<file path="config.mk">
export PLATFORM = sky130hd
export DESIGN_NAME = game_flow_ctrl
export DESIGN_NICKNAME = d
export VERILOG_FILES = /design/src/rtl/game_pkg.sv /design/src/rtl/btn_debounce.sv /design/src/rtl/game_flow_ctrl.sv
export SDC_FILE = /design/constraint.sdc
export NUM_CORES = 1
export LEC_CHECK = 0
export CAP_MARGIN = 5
export CORE_MARGIN = 2
export CORE_UTILIZATION = 55
export CTS_CLUSTER_SIZE = 30
export DETAILED_ROUTE_END_ITERATION = 10
export HOLD_SLACK_MARGIN = 0.05
export MAX_ROUTING_LAYER = met4
export PLACE_DENSITY = 0.77
export SLEW_MARGIN = 40
export SYNTH_ARGS = -nofsm -noshare
export SYNTH_HDL_FRONTEND = slang
export SYNTH_SLANG_ARGS = --single-unit
export TNS_END_PERCENT = 30
</file>
<file path="constraint.sdc">
create_clock -name clk -period 3.9 [get_ports clk]
set_input_delay 0.78 -clock clk [delete_from_list [all_inputs] [get_ports clk]]
set_output_delay 0.78 -clock clk [all_outputs]
set_load 0.05 [all_outputs]
</file>
<file path="src/rtl/game_pkg.sv">
// Shared screen-state encoding and wave limit for the game sequencer,
// the renderer and the play-field logic.
package game_pkg;

  typedef enum logic [1:0] {
    ST_MENU = 2'd0,
    ST_PLAY = 2'd1,
    ST_END  = 2'd2
  } game_state_t;

  localparam logic [3:0] MAX_LEVEL = 4'd15;

endpackage

</file>
<file path="src/rtl/btn_debounce.sv">
// Fire-button conditioner: two-flop synchroniser, then a frame-rate debounce
// that needs DEBOUNCE_FRAMES consecutive differing samples before it flips.
module btn_debounce #(
  parameter int DEBOUNCE_FRAMES = 3
) (
  input  logic clk,
  input  logic rst_n,
  input  logic frame_tick,
  input  logic btn_raw,
  output logic btn_level,
  output logic btn_press
);

  localparam int CNT_W = $clog2(DEBOUNCE_FRAMES + 1);

  logic             r_btnMeta;
  logic             r_btnSync;
  logic             r_level;
  logic             r_press;
  logic [CNT_W-1:0] r_stableCnt;
  logic [CNT_W-1:0] w_cntNext;
  logic             w_differs;
  logic             w_flip;

  assign w_cntNext = r_stableCnt + 1'b1;
  assign w_differs = (r_btnSync != r_level);
  assign w_flip    = frame_tick && w_differs && (w_cntNext == CNT_W'(DEBOUNCE_FRAMES));

  // The press pulse is registered on the same edge the level rises, so the
  // two are always seen together.
  always_ff @(posedge clk) begin
    if (!rst_n) begin
      r_btnMeta   <= 1'b0;
      r_btnSync   <= 1'b0;
      r_level     <= 1'b0;
      r_press     <= 1'b0;
      r_stableCnt <= '0;
    end else begin
      r_btnMeta <= btn_raw;
      r_btnSync <= r_btnMeta;
      r_press   <= w_flip && !r_level;
      if (frame_tick) begin
        if (w_flip) begin
          r_level     <= ~r_level;
          r_stableCnt <= '0;
        end else if (w_differs) begin
          r_stableCnt <= w_cntNext;
        end else begin
          r_stableCnt <= '0;
        end
      end
    end
  end

  assign btn_level = r_level;
  assign btn_press = r_press;

endmodule

</file>
<file path="src/rtl/game_flow_ctrl.sv">
// Top-level game sequencer: frame timing from v_sync, MENU/PLAY/END flow,
// fire lockout, prompt blink, idle timeout, lives and wave tracking.
module game_flow_ctrl
  import game_pkg::*;
#(
  parameter int LIVES           = 3,
  parameter int BLINK_FRAMES    = 30,
  parameter int DEBOUNCE_FRAMES = 3,
  parameter int LOCKOUT_FRAMES  = 60,
  parameter int IDLE_FRAMES     = 900
) (
  input  logic       clk,
  input  logic       rst_n,
  input  logic       v_sync,
  input  logic       btn_fire,
  input  logic       player_hit,
  input  logic       aliens_cleared,
  output logic [1:0] state,
  output logic       blink_signal,
  output logic       frame_tick,
  output logic       game_start,
  output logic       wave_start,
  output logic [1:0] lives,
  output logic [3:0] level
);

  localparam int LOCK_W  = $clog2(LOCKOUT_FRAMES + 1);
  localparam int BLINK_W = $clog2(BLINK_FRAMES + 1);
  localparam int IDLE_W  = $clog2(IDLE_FRAMES + 1);

  logic [3:0]         r_vsPipe;
  logic               r_frameTick;
  logic               r_hitPrev;
  logic               r_clearPrev;
  logic [1:0]         r_state;
  logic [LOCK_W-1:0]  r_lockout;
  logic [BLINK_W-1:0] r_blinkCnt;
  logic               r_blinkPhase;
  logic [IDLE_W-1:0]  r_idleCnt;
  logic [1:0]         r_lives;
  logic [3:0]         r_level;
  logic               r_gameStart;
  logic               r_waveStart;

  logic       w_btnLevel;
  logic       w_btnPress;
  logic       w_hitEdge;
  logic       w_clearEdge;
  logic       w_lockClear;
  logic       w_fireAccept;
  logic       w_idleDone;
  logic       w_gameOver;
  logic       w_startGame;
  logic       w_stateChange;
  logic       w_enterLockout;
  logic [1:0] w_nextState;

  btn_debounce #(
    .DEBOUNCE_FRAMES(DEBOUNCE_FRAMES)
  ) u_btnDebounce (
    .clk       (clk),
    .rst_n     (rst_n),
    .frame_tick(r_frameTick),
    .btn_raw   (btn_fire),
    .btn_level (w_btnLevel),
    .btn_press (w_btnPress)
  );

  always_comb begin
    w_hitEdge    = player_hit && !r_hitPrev;
    w_clearEdge  = aliens_cleared && !r_clearPrev;
    w_lockClear  = (r_lockout == '0);
    w_fireAccept = w_btnPress && w_btnLevel && w_lockClear;
    w_idleDone   = r_frameTick && (r_idleCnt == IDLE_W'(IDLE_FRAMES - 1));
    w_gameOver   = (r_state == ST_PLAY) && w_hitEdge && (r_lives == 2'd1);
    w_nextState  = r_state;
    w_startGame  = 1'b0;
    case (r_state)
      ST_MENU: begin
        if (w_fireAccept) begin
          w_nextState = ST_PLAY;
          w_startGame = 1'b1;
        end
      end
      ST_PLAY: begin
        if (w_gameOver) w_nextState = ST_END;
      end
      ST_END: begin
        if (w_fireAccept) begin
          w_nextState = ST_PLAY;
          w_startGame = 1'b1;
        end else if (w_idleDone) begin
          w_nextState = ST_MENU;
        end
      end
      default: w_nextState = ST_MENU;
    endcase
    w_stateChange  = (w_nextState != r_state);
    w_enterLockout = w_stateChange && (w_nextState != ST_PLAY);
  end

  // Sync plus one alignment stage puts the tick three edges after v_sync is first seen.
  always_ff @(posedge clk) begin
    if (!rst_n) begin
      r_vsPipe    <= '0;
      r_frameTick <= 1'b0;
      r_hitPrev   <= 1'b0;
      r_clearPrev <= 1'b0;
    end else begin
      r_vsPipe    <= {r_vsPipe[2:0], v_sync};
      r_frameTick <= r_vsPipe[2] && !r_vsPipe[3];
      r_hitPrev   <= player_hit;
      r_clearPrev <= aliens_cleared;
    end
  end

  always_ff @(posedge clk) begin
    if (!rst_n) begin
      r_state      <= ST_MENU;
      r_gameStart  <= 1'b0;
      r_lockout    <= LOCK_W'(LOCKOUT_FRAMES);
      r_blinkCnt   <= '0;
      r_blinkPhase <= 1'b0;
      r_idleCnt    <= '0;
    end else begin
      r_state     <= w_nextState;
      r_gameStart <= w_startGame;

      if (w_enterLockout) r_lockout <= LOCK_W'(LOCKOUT_FRAMES);
      else if (r_frameTick && !w_lockClear) r_lockout <= r_lockout - 1'b1;

      if (w_stateChange) begin
        r_blinkCnt   <= '0;
        r_blinkPhase <= 1'b1;
      end else if (r_frameTick) begin
        if (r_blinkCnt == BLINK_W'(BLINK_FRAMES - 1)) begin
          r_blinkCnt   <= '0;
          r_blinkPhase <= ~r_blinkPhase;
        end else begin
          r_blinkCnt <= r_blinkCnt + 1'b1;
        end
      end

      if (w_stateChange) r_idleCnt <= '0;
      else if (r_state == ST_END && r_frameTick) r_idleCnt <= r_idleCnt + 1'b1;
    end
  end

  // A game-ending hit swallows a wave clear arriving on the same edge.
  always_ff @(posedge clk) begin
    if (!rst_n) begin
      r_lives     <= 2'd0;
      r_level     <= 4'd0;
      r_waveStart <= 1'b0;
    end else begin
      r_waveStart <= 1'b0;
      if (w_startGame) begin
        r_lives <= 2'(LIVES);
        r_level <= 4'd1;
      end else if (r_state == ST_PLAY) begin
        if (w_hitEdge && r_lives != 2'd0) r_lives <= r_lives - 2'd1;
        if (w_clearEdge && !w_gameOver) begin
          r_level     <= (r_level == MAX_LEVEL) ? MAX_LEVEL : r_level + 4'd1;
          r_waveStart <= 1'b1;
        end
      end
    end
  end

  assign state        = r_state;
  assign blink_signal = r_blinkPhase && w_lockClear;
  assign frame_tick   = r_frameTick;
  assign game_start   = r_gameStart;
  assign wave_start   = r_waveStart;
  assign lives        = r_lives;
  assign level        = r_level;

endmodule

</file>
### After elaboration in Yosys (flattened, before gate mapping)

Cells that the tools add are included.

* add/subtract/negate cells: 6
* multiply operators: 0
* div/mod/pow operators: 0
* order comparisons: 0
* eq/ne operators: 10
* shift operators: 0
* muxes and demuxes: 21
* bitwise logic cells: 4
* reductions and logical operators: 41

Operators with widths (number)
* 2-to-1 mux 2 bit: 9
* logical AND 1 bit: 17
* nonzero test 2 bit: 6
* adder 10 x 1 -> 10 bit, second input constant: 1
* == test 10 bit, second input constant: 1
* AND reduction 2 bit: 5
* 2-to-1 mux 1 bit: 9
* OR reduction 2 bit: 4
* logical NOT 1 bit: 6
* logical NOT 6 bit: 1
* one-hot mux 2 bit (3 select lines): 1
* subtractor 6 x 1 -> 6 bit, second input constant: 1
* adder 5 x 1 -> 5 bit, second input constant: 1
* == test 5 bit, second input constant: 1
* 2-to-1 mux 5 bit: 1
* adder 4 x 1 -> 4 bit, second input constant: 1
* == test 2 x 1 -> 1 bit, second input constant: 2
* == test 2 bit, second input constant: 2
* == test 4 bit, second input constant: 1
* 2-to-1 mux 4 bit: 1
* NOT 1 bit: 4
* OR reduction 3 bit: 1
* adder 2 x 1 -> 2 bit, second input constant: 1
* logical NOT 2 bit: 1
* 4 further kinds: 4

* register bits after elaboration: 45
* bits in latches: 0
* RAM bits: 0
* ROM bits: 0
* input port bits: 6
* output and inout port bits: 12
* word-level logic and storage cells: 101
* memories kept: 0

### Logic depth before layout (Yosys ltp)

* depth in word-level cells: 9
* gate-level depth with buffers: 7
* depth with buffers taken out: 6

### Cells and area by module

A second synthesis with hierarchy kept.

* cell total of the unflattened synthesis: 211
* area total of the unflattened synthesis: 2078.2 µm²

Modules (own cells, without submodules)
* game_flow_ctrl: instances 1, cells an instance 189, area an instance 1839.3 µm², sequential area each 780.7 µm²
* btn_debounce: instances 1, cells an instance 22, area an instance 239.0 µm², sequential area each 120.1 µm²

### Worst setup path after synthesis

Ideal clock, no wire load.

* path type: register to register
* from: reg r_lives[1] (netlist: lives[1])
* to: reg r_level[0] (netlist: level[0])
* arrival time: 2.160 ns
* required time: 3.785 ns
* path slack: 1.626 ns
* stages on the path, launching flop included: 7
* path buffers: 0
* cell sequence: dfxtp_1 -> inv_1 -> ha_1 -> and3b_1 -> nor3_1 -> mux2_2 -> o21a_1

* word-level cells in the longest chain between the ends: 6

RTL lines
* from (decl): line game_flow_ctrl.sv:40 `logic [1:0] r_lives;`
* from (signal assigned): line game_flow_ctrl.sv:158 `r_lives <= 2'(LIVES);`
* from (signal assigned): line game_flow_ctrl.sv:161 `if (w_hitEdge && r_lives != 2'd0) r_lives <= r_lives - 2'd1;`
* == test 2 x 1 -> 1 bit: line game_flow_ctrl.sv:75 `w_gameOver = (r_state == ST_PLAY) && w_hitEdge && (r_lives == 2'd1);`
* logical AND 1 bit: line game_flow_ctrl.sv:75
* logical NOT 1 bit: line game_flow_ctrl.sv:162 `if (w_clearEdge && !w_gameOver) begin`
* logical AND 1 bit: line game_flow_ctrl.sv:162
* nonzero test 2 bit (no line)
* AND reduction 2 bit (no line)
* to (signal assigned): line game_flow_ctrl.sv:163 `r_level <= (r_level == MAX_LEVEL) ? MAX_LEVEL : r_level + 4'd1;`
* to (decl): line game_flow_ctrl.sv:41 `logic [3:0] r_level;`

Every way passes these cells.
A chain may end at the register's enable or synchronous reset.

### Worst setup path in the final report

* from: reg r_lockout[2]
* to: out blink_signal

* word-level cells in the longest chain between the ends: 2

RTL lines
* from (decl): line game_flow_ctrl.sv:36 `logic [LOCK_W-1:0] r_lockout;`
* from (signal assigned): line game_flow_ctrl.sv:121 `r_lockout <= LOCK_W'(LOCKOUT_FRAMES);`
* from (signal assigned): line game_flow_ctrl.sv:129 `if (w_enterLockout) r_lockout <= LOCK_W'(LOCKOUT_FRAMES);`
* from (signal assigned): line game_flow_ctrl.sv:130 `else if (r_frameTick && !w_lockClear) r_lockout <= r_lockout - 1'b1;`
* logical NOT 6 bit: line game_flow_ctrl.sv:72 `w_lockClear = (r_lockout == '0);`
* logical AND 1 bit: line game_flow_ctrl.sv:171 `assign blink_signal = r_blinkPhase && w_lockClear;`
* to (decl): line game_flow_ctrl.sv:19 `output logic blink_signal,`

Every way passes these cells.

==> results.toml <==
[clocking]
cts_hold_buf = 0
cts.path.max_buffers = 2
cts.sinks = 45
count_of_cells_resized_by_post_cts_repair = 0
cts.reportedPaths.clkPinSlew_ns = 0.07
cts_inserted_buffers = 5
cts-root-buf = "clkbuf_8"
cts_setup_buffers = 0
cts_max_level = 2
tritoncts = "done"
clk-insertion-delay-late_ns = 0.30

[floorplanning]
num_io_pins = 18
die_y_um = 64.95
coreArea_um2 = 3606
initial_core_util = 0.5666
core.rowCount = 22
die_width_um = 64.95
design.die.area_um2 = 4219

[pwr]
power.density_nw_per_um2 = 350.6
total_power_mw = 0.8252
cellLeakagePower_nw = 0.8663
peakVddDrop_v = 0.0002662

[timing]
finalWorstSetupSlack_ns = 1.052
fin_skew_ns = 0.006012
final.setup.tns_ns = 0
timing.final.crit_period_ns = 2.848
final-hold-violation-count = 0
fmaxAchievable_ghz = 0.3511
worst_slew_pin_slew_ns = 0.7361
maxSlewHeadroom = 0.5055
slew_viol_final = 0
rsz0062_at_grt = "false"
setup_viol = 0
finalCritPeriodShare = 0.7303

[routing]
drt-wirelength-per-cell_um = 12.18
drt_first_pass_iters = 4
drt-initial-drc-count = 81
detailroute.via_count = 1548
postRouteAntennaNets = 0
routed_via_density = 5.432
detail_route.drc_violations = 0
detailed_route_wire_length_mm = 3.472

[grt]
vias_in_the_first_global_route = 1483
initial_antenna_violation_count = 0
grt.total_usage = 0.1944
met3_usage = 0.04688
grt_start_max_net_pins = 23
gr-total-overflow = 0
grt_first_pass_wirelength_mm = 6.196
met2_usage = 0.3106
grt_use_met1 = 0.2324
gr-max-usage-layer = "met2"

[cells_and_area]
antenna_cells = 0
finish.net_count = 252
most_frequent_standard_cell_in_the_layout_excluding_fill_and_tap_cells = "dfxtp_1"
fraction_of_final_layout_cells_sized_beyond_drive_strength_1 = 0.06329
finalCoreUtilization = 0.6527
synthToLayoutAreaGrowth_pct = 15.19
layout_common_cells = "dfxtp_1, nor2_1, nand2_1"

[yosys]
synth_area_per_cell_um2 = 9.373
synthesis.nets = 233
synth_xor_xnor_area_share = 0.07716
synth.yosys.warnings = 0
synth_mux_area_frac = 0.01531
synthesis.instances = 218
combinational_family_with_the_most_area_after_synthesis = "simple AND/OR/NAND/NOR gates"
ys_async_sr_fraction = 0
synth-seq-cells = 45
synth_flop_cell = "dfxtp_1"
post_synth_instance_area_um2 = 2043
post_synth_and_or_nand_nor_area_fraction = 0.2652
synth_compound_gate_area_share = 0.1090
synth_seq_area_share = 0.4409
yosys.cell_types.count = 46
synth_adder_area_share = 0.05511
post_synth_edffs = 0

[setup_path]
path_buf_inv = 2
worstPathCellList = "nor4_1, buf_4, and3_1, clkdlybuf4s50_1"
data_arrival_at_the_endpoint_of_the_critical_path_ns = 2.07
cp-start-kind = "register"
worstRegToRegCells = 6
timing.critical_path.required_ns = 3.12
cell_count_along_the_critical_path = 4
critical-path-slowest-cell = "clkdlybuf4s50_1"
cp_max_fo = 7
crit_type = "reg -> out"
worstSetupEndpointType = "output port"
worst_path_dominant_cell_family = "buffers and inverters"
slowest_delay_ns = 0.79

[run]
max_cap_violations = 0

[place]
detailedPlace.worstSlack_ns = 1.190
finalWeightedCongestion = 0.8134
dp_hpwl_mm = 2.435
buffer_ports.inserted = 17

[hold_path]
hold_class = "reg -> reg"
worst_hold_path.num_cells = 1

[status]
run_status = "finished, final reports clean"
==> flip-flops by register name, indices dropped and copies added (netlist names), 2 cells and up <==
name                       flops
level                          4
r_vsPipe                       4
r_lockout                      6
u_btnDebounce.r_stableCnt      2
r_blinkCnt                     5
r_idleCnt                     10
state                          2
lives                          2
==> worst reg2reg max path: cells and delay by family (launching register included) <==
| family | cells | cell delay (ns) |
|---|---|---|
| fa+ha+maj | 1 | 0.29 |
| compound gates | 2 | 0.81 |
| simple gates | 2 | 0.57 |
| flops | 1 | 0.33 |
| buf+inv | 1 | 0.08 |
==> per-layer routing <==
| metal | wire, um | part of all wire | vias to the layer above |
|---|---|---|---|
| met4 | 67 | 0.019 | 0 |
| li1 | - | - | 797 |
| met5 | 0 | 0 | - |
| met2 | 1623 | 0.47 | 14 |
| met1 | 1692 | 0.49 | 729 |
| met3 | 89 | 0.026 | 8 |
==> cell families after synthesis <==
group,Yosys count
compound gates,28
xor+xnor,18
fa+ha+maj,9
buf+inv,17
flops,45
mux,3
simple gates,98
==> Yosys cell counts (3+ instances only) <==
master	count	area, um2
a211oi_1	5	37.54
and2_1	10	62.56
clkbuf_1	4	15.01
dfxtp_1	45	900.9
ha_1	9	112.6
inv_1	10	37.54
nand2_1	20	75.07
nand3_1	7	35.03
nand4_1	4	25.02
nand4b_1	4	35.03
nor2_1	24	90.09
nor3_1	4	20.02
nor3b_1	4	30.03
nor4_1	4	25.02
o21a_1	7	52.55
xnor2_1	15	131.4
xor2_1	3	26.28
==> path summary, 6_finish.rpt <==
check | start | to | slack (ns)
worst min-delay path | r_vsPipe[3] | frame_tick | 0.39
worst max-delay path | r_lockout[2] | blink_signal | 1.05
worst min register to register | r_vsPipe[3] | frame_tick | 0.39
worst max register to register | r_lockout[0] | r_idleCnt[2] | 1.72
==> final cells by class <==
type / count / area, um2
fillers: 300 / 1252
multi-input cells: 156 / 1066
flip-flops and latches: 45 / 900.9
repair buffers: 19 / 185.2
clock buffers: 5 / 68.82
well taps: 48 / 60.06
inverters: 10 / 37.54
clock inverters: 2 / 35.03
==> metrics by stage <==
stage          hold WS (ns)  cells  cell area [um2]
3_5_place_dp         0.3831    278             2250
2_1_floorplan        0.3674    218             2043
3_3_place_gp         0.3725    278             2250
5_1_grt              0.4271    285             2354
6_report             0.3945    285             2354
4_1_cts              0.4001    285             2354
==> power breakdown <==
part           leakage (nW)  internal, mW  switching, mW
registers             0.364         0.464        0.00257
clock network        0.0540         0.186          0.147
logic                 0.448        0.0121         0.0134
total                 0.866         0.662          0.163
Power figures use the tool's default switching activity.
